`config.mk`:
```
export PLATFORM = sky130hd
export DESIGN_NAME = fp_mul_arbiter
export DESIGN_NICKNAME = d
export VERILOG_FILES = /design/src/rtl/fp_mul_pkg.sv /design/src/rtl/fp_mul_arbiter_rr_arb2.sv /design/src/rtl/fp_mul_arbiter.sv
export SDC_FILE = /design/constraint.sdc
export NUM_CORES = 1
export LEC_CHECK = 0
export CORE_ASPECT_RATIO = 0.6
export CORE_UTILIZATION = 44
export CTS_CLUSTER_SIZE = 30
export DETAILED_ROUTE_END_ITERATION = 7
export DONT_BUFFER_PORTS = 1
export PLACE_DENSITY = 0.63
export SYNTH_ARGS = -nofsm -noshare
export SYNTH_HDL_FRONTEND = slang
export SYNTH_SLANG_ARGS = --single-unit
export TNS_END_PERCENT = 20
```
`constraint.sdc`:
```
create_clock -name clk -period 4.3 [get_ports clk]
set_clock_uncertainty 0.2 [all_clocks]
set_input_delay 0.43 -clock clk [delete_from_list [all_inputs] [get_ports clk]]
set_output_delay 0.43 -clock clk [all_outputs]
set_load 0.03 [all_outputs]
```
`src/rtl/fp_mul_pkg.sv`:
```
// Shared types and constants for the two-client FP multiplier arbiter.
package fp_mul_pkg;

    typedef enum logic [1:0] {
        IDLE = 2'd0,
        BUSY = 2'd1,
        RESP = 2'd2
    } state_e;

    typedef logic [31:0] fp32_t;
    typedef logic [2:0]  rmode_t;

    localparam rmode_t RNE = 3'd0;
    localparam rmode_t RTZ = 3'd1;
    localparam rmode_t RDN = 3'd2;
    localparam rmode_t RUP = 3'd3;
    localparam rmode_t RMM = 3'd4;

endpackage

```
`src/rtl/fp_mul_arbiter_rr_arb2.sv`:
```
// Two-input round-robin grant: the requester that did not win last time has priority.
module rr_arb2 (
    input  logic i_valid0,
    input  logic i_valid1,
    input  logic i_last_grant,
    output logic o_gnt0,
    output logic o_gnt1
);

    assign o_gnt0 = i_valid0 && (!i_valid1 || i_last_grant);
    assign o_gnt1 = i_valid1 && (!i_valid0 || !i_last_grant);

endmodule

```
`src/rtl/fp_mul_arbiter.sv`:
```
// Shares one fp_mul datapath between two valid/ready clients, one operation in flight,
// with fixed-latency result capture and sticky overflow/underflow status.
module fp_mul_arbiter
    import fp_mul_pkg::*;
#(
    parameter int MUL_LAT = 2,
    parameter int CNT_W   = 4
) (
    input  logic        clk,
    input  logic        rst_n,
    input  logic        req0_valid,
    output logic        req0_ready,
    input  logic [31:0] req0_x,
    input  logic [31:0] req0_y,
    input  logic [2:0]  req0_rmode,
    input  logic        req1_valid,
    output logic        req1_ready,
    input  logic [31:0] req1_x,
    input  logic [31:0] req1_y,
    input  logic [2:0]  req1_rmode,
    output logic        rsp0_valid,
    input  logic        rsp0_ready,
    output logic [31:0] rsp0_z,
    output logic        rsp0_ovrf,
    output logic        rsp0_udrf,
    output logic        rsp1_valid,
    input  logic        rsp1_ready,
    output logic [31:0] rsp1_z,
    output logic        rsp1_ovrf,
    output logic        rsp1_udrf,
    output logic [31:0] mul_x,
    output logic [31:0] mul_y,
    output logic [2:0]  mul_rmode,
    input  logic [31:0] mul_z,
    input  logic        mul_ovrf,
    input  logic        mul_udrf,
    output logic        busy,
    output logic        ovrf_sticky,
    output logic        udrf_sticky,
    input  logic        sticky_clr,
    output logic [1:0]  dbg_state
);

    localparam logic [CNT_W-1:0] LAT_M1 = CNT_W'(MUL_LAT - 1);

    state_e           r_state;
    logic [CNT_W-1:0] r_cnt;
    logic             r_last_grant;
    logic             r_owner;
    fp32_t            r_x;
    fp32_t            r_y;
    rmode_t           r_rmode;
    fp32_t            r_z;
    logic             r_ovrf;
    logic             r_udrf;
    logic             r_ovrf_sticky;
    logic             r_udrf_sticky;

    logic w_arb_en;
    logic w_gnt0;
    logic w_gnt1;
    logic w_capture;
    logic w_rsp_hs;

    // Grants are only offered in IDLE and never while reset is asserted.
    assign w_arb_en = (r_state == IDLE) && rst_n;

    rr_arb2 u_arb (
        .i_valid0     (req0_valid && w_arb_en),
        .i_valid1     (req1_valid && w_arb_en),
        .i_last_grant (r_last_grant),
        .o_gnt0       (w_gnt0),
        .o_gnt1       (w_gnt1)
    );

    assign w_capture = (r_state == BUSY) && (r_cnt == '0);
    assign w_rsp_hs  = (rsp0_valid && rsp0_ready) || (rsp1_valid && rsp1_ready);

    always_ff @(posedge clk or negedge rst_n) begin
        if (!rst_n) begin
            r_state       <= IDLE;
            r_cnt         <= '0;
            r_last_grant  <= 1'b1;
            r_owner       <= 1'b0;
            r_x           <= '0;
            r_y           <= '0;
            r_rmode       <= '0;
            r_z           <= '0;
            r_ovrf        <= 1'b0;
            r_udrf        <= 1'b0;
            r_ovrf_sticky <= 1'b0;
            r_udrf_sticky <= 1'b0;
        end else begin
            // A capture in the same cycle as a clear leaves exactly the captured flags.
            if (w_capture) begin
                r_ovrf_sticky <= (r_ovrf_sticky && !sticky_clr) || mul_ovrf;
                r_udrf_sticky <= (r_udrf_sticky && !sticky_clr) || mul_udrf;
            end else if (sticky_clr) begin
                r_ovrf_sticky <= 1'b0;
                r_udrf_sticky <= 1'b0;
            end

            case (r_state)
                IDLE: begin
                    if (w_gnt0 || w_gnt1) begin
                        r_x          <= w_gnt1 ? req1_x : req0_x;
                        r_y          <= w_gnt1 ? req1_y : req0_y;
                        r_rmode      <= w_gnt1 ? req1_rmode : req0_rmode;
                        r_owner      <= w_gnt1;
                        r_last_grant <= w_gnt1;
                        r_cnt        <= LAT_M1;
                        r_state      <= BUSY;
                    end
                end
                BUSY: begin
                    if (w_capture) begin
                        r_z     <= mul_z;
                        r_ovrf  <= mul_ovrf;
                        r_udrf  <= mul_udrf;
                        r_state <= RESP;
                    end else begin
                        r_cnt <= r_cnt - 1'b1;
                    end
                end
                RESP: begin
                    if (w_rsp_hs) begin
                        r_state <= IDLE;
                    end
                end
                default: r_state <= IDLE;
            endcase
        end
    end

    assign req0_ready  = w_gnt0;
    assign req1_ready  = w_gnt1;
    assign rsp0_valid  = (r_state == RESP) && !r_owner;
    assign rsp1_valid  = (r_state == RESP) && r_owner;
    assign rsp0_z      = r_z;
    assign rsp1_z      = r_z;
    assign rsp0_ovrf   = r_ovrf;
    assign rsp1_ovrf   = r_ovrf;
    assign rsp0_udrf   = r_udrf;
    assign rsp1_udrf   = r_udrf;
    assign mul_x       = r_x;
    assign mul_y       = r_y;
    assign mul_rmode   = r_rmode;
    assign busy        = (r_state != IDLE);
    assign ovrf_sticky = r_ovrf_sticky;
    assign udrf_sticky = r_udrf_sticky;
    assign dbg_state   = r_state;

endmodule

```
==> results.sh <==
export IMPL_rsz0062_at_grt="no"
export IMPL_clock_latency_ps=340
export IMPL_antenna_left=0
export IMPL_whs_ps=29.59
export IMPL_hold_buffers=3
export IMPL_rows=31
export IMPL_cts_clk_slew_worst_paths_ps=70
export IMPL_ir_worst_vdd_v=0.0003696
export IMPL_busiest_layer="met2"
export IMPL_grt_pass1_vias=4017
export IMPL_avgViaCountPerCell=6.439
export IMPL_antenna_cells=0
export IMPL_max_freq_mhz=317.8
export IMPL_netSwitchingPower_w=0.002945
export IMPL_syn_area_um2=5589
export IMPL_syn_nets=729
export IMPL_wl_per_cell_um=23.79
export IMPL_min_period_over_period=0.7319
export IMPL_start_kind="flip-flop"
export IMPL_cts_htree_levels=3
export IMPL_fillCellCount=1139
export IMPL_min_period_ps=3147
export IMPL_hold_viol=0
export IMPL_die_area_um2=13170
export IMPL_syn_inst=553
export IMPL_finalSetupViolCount=0
export IMPL_layout_nets=658
export IMPL_drv_cap=0
export IMPL_antenna_found_initial=0
export IMPL_cts_repair_resized=0
export IMPL_yosysSeqAreaShare=0.4972
export IMPL_place_area_um2=5284
export IMPL_drive_gt1_frac=0.1296
export IMPL_p_leak_nw=2.213
export IMPL_grt_max_degree=112
export IMPL_synth_warnings=0
export IMPL_firstDrtPassIters=5
export IMPL_p_seq_frac=0.614
export IMPL_die_h_um=89.30
export IMPL_multiInputGateArea_um2=2231
export IMPL_post_cts_buffers=0
export IMPL_cts_buffers=9
export IMPL_io_pins=319
export IMPL_setup_slack_ps=1153
export IMPL_grt_pass1_wl_um=22450
export IMPL_dp_cells=633
export IMPL_critical_path_required_ps=3670
export IMPL_cts_buffer_depth=2
export IMPL_worst_pin_slew_ps=1147
export IMPL_die_x_um=147.5
export IMPL_slew_viol_final=0
export IMPL_final_area_um2=5594
export IMPL_port_buffers=0
export IMPL_grtUsageMet2=0.3581
export IMPL_cts_num_sinks=111
export IMPL_p_per_area_nw_per_um2=977.7
export IMPL_ys_seq_elements=111
export IMPL_totalWireLength_um=15490
export IMPL_use_met3=0.08622
export IMPL_fin_tns_setup_ps=0
export IMPL_grt_util_met1=0.2861
export IMPL_start_util=0.4575
export IMPL_path_max_fanout=58
export IMPL_root_buffer="clkbuf_16"
export IMPL_power_internal_w=0.002524
export IMPL_place_ws_ps=1447
export IMPL_cts_tree="built"
export IMPL_final_seq_area_um2=2779
export IMPL_max_slew_margin=0.2332
export IMPL_avgSynthCellArea_um2=10.11
export IMPL_critPathKind="reg -> out"
export IMPL_status="complete, no violations"
export IMPL_grt_use_total=0.2223
export IMPL_cp_arrival_ps=2520
export IMPL_p_sw_frac=0.5385
export IMPL_drc_errors=0
export IMPL_finalNonFillerCells=651
export IMPL_hold_path_class="in -> reg"
export IMPL_clock_power_share=0.140
export IMPL_drtIter0Drc=246
export IMPL_dp_hpwl_um=10020
export IMPL_overflow=0
export IMPL_place_gp_congestion=0.8103
export IMPL_area_delta_synth_final_pct=0.08964
export IMPL_yosysUniqueCellTypes=41
export IMPL_core_area_um2=12220
export IMPL_critPathCaptureType="primary output"
export IMPL_via_count=4192
export IMPL_comb_power_share=0.246
final cells by class:
type | instances | area share
inverters | 6 | 0.004026
clock buffers | 10 | 0.04093
repair buffers | 9 | 0.01655
flip-flops and latches | 111 | 0.4968
multi-input cells | 345 | 0.3988
clock inverters | 5 | 0.006039
well taps | 165 | 0.03690
logic make-up (layout without fill, tap and decap cells):
group / after synthesis / after routing / share of synthesized area
flops: 111 / 111 / 0.4972
compound gates: 218 / 218 / 0.2156
simple gates: 93 / 93 / 0.09179
mux: 33 / 33 / 0.08641
fa+ha+maj: 1 / 1 / 0.002238
buf+inv: 97 / 30 / 0.1068
critical path, cell delays in order (launching register included):
cell     delay [ps]
dfrtp_1         570
or3b_2          690
buf_4           370
nor2_1          530
cell usage in the layout (no fill, tap or decap), drive strengths merged, types with 3 or more instances in the layout:
master,instances
dfrtp,110
o21ai,72
nand3,69
a21oi,69
a31oi,67
mux2,32
clkbuf,10
inv,7
buf,7
a21o,4
nand2,4
nor2,3
nor3b,3
worst paths after layout:
| check | start | end | slack (ps) | cells after the start |
|---|---|---|---|---|
| setup / recovery | dbg_state[0]$_DFFE_PN0P_ | req0_ready | 1150 | 3 |
| hold / removal | mul_z[19] | rsp0_z[19]$_DFFE_PN0P_ | 30 | 1 |
| setup reg to reg | dbg_state[0]$_DFFE_PN0P_ | mul_x[20]$_DFFE_PN0P_ | 1440 | 3 |
| hold reg to reg | r_cnt[1]$_DFFE_PN0P_ | r_cnt[1]$_DFFE_PN0P_ | 350 | 1 |
| max in group asynchronous | rst_n | r_last_grant$_DFFE_PN1P_ | 2950 | 2 |
| min in group asynchronous | rst_n | rsp0_z[9]$_DFFE_PN0P_ | 520 | 2 |
Yosys cell counts (all sizes together):
| master | n | area, um2 |
|---|---|---|
| a221o | 1 | 10.01 |
| inv | 6 | 22.52 |
| nor3 | 2 | 10.01 |
| or2 | 2 | 12.52 |
| a21boi | 1 | 7.510 |
| or3b | 2 | 17.52 |
| nor2 | 3 | 11.26 |
| mux2i | 1 | 10.01 |
| ha | 1 | 12.51 |
| a21bo | 1 | 10.01 |
| nand2 | 4 | 17.52 |
| or4 | 1 | 7.510 |
| a21o | 4 | 30.03 |
| mux2 | 32 | 473.0 |
| a31oi | 67 | 419.2 |
| a22oi | 1 | 7.510 |
| nor4b | 1 | 8.760 |
| nor2b | 2 | 12.51 |
| dfstp | 1 | 26.28 |
| dfrtp | 110 | 2753 |
| a211oi | 1 | 7.510 |
| nand3 | 69 | 345.3 |
| o31ai | 1 | 7.510 |
| nand2b | 1 | 6.260 |
| o21ai | 72 | 360.4 |
| nand3b | 1 | 7.510 |
| nor3b | 3 | 38.79 |
| clkbuf | 25 | 93.84 |
| buf | 66 | 480.5 |
| and2 | 1 | 8.760 |
| and3b | 1 | 8.760 |
| a21oi | 69 | 345.3 |
state kept, by name (all words and copies together) (netlist names):
signal        flops
dbg_state         2
mul_rmode         3
mul_x            32
mul_y            32
ovrf_sticky       1
r_cnt             4
r_last_grant      1
r_owner           1
rsp0_ovrf         1
rsp0_udrf         1
rsp0_z           32
udrf_sticky       1
power groups by stage:
stage	combinational [W]	sequential (W)	clock (W)
2_1_floorplan	0.00174	0.00286	0
3_3_place_gp	0.00125	0.00336	0
3_5_place_dp	0.00132	0.00337	0
4_1_cts	0.00134	0.00336	0.000782
5_1_grt	0.00149	0.00344	0.000822
6_report	0.00134	0.00336	0.000766
per-layer routing:
| layer | wire, um | part of all wire |
|---|---|---|
| met1 | 6519 | 0.42 |
| met2 | 7418 | 0.48 |
| met3 | 1462 | 0.094 |
| met4 | 84 | 0.0054 |
| met5 | 0 | 0 |
per-stage QoR:
step           power (W)  utilization
6_report        0.005470       0.4579
5_1_grt         0.005752       0.4579
4_1_cts         0.005487       0.4579
3_5_place_dp    0.004695       0.4325
3_3_place_gp    0.004614       0.4325
2_1_floorplan   0.004603            -
Power figures use the tool's default switching activity.
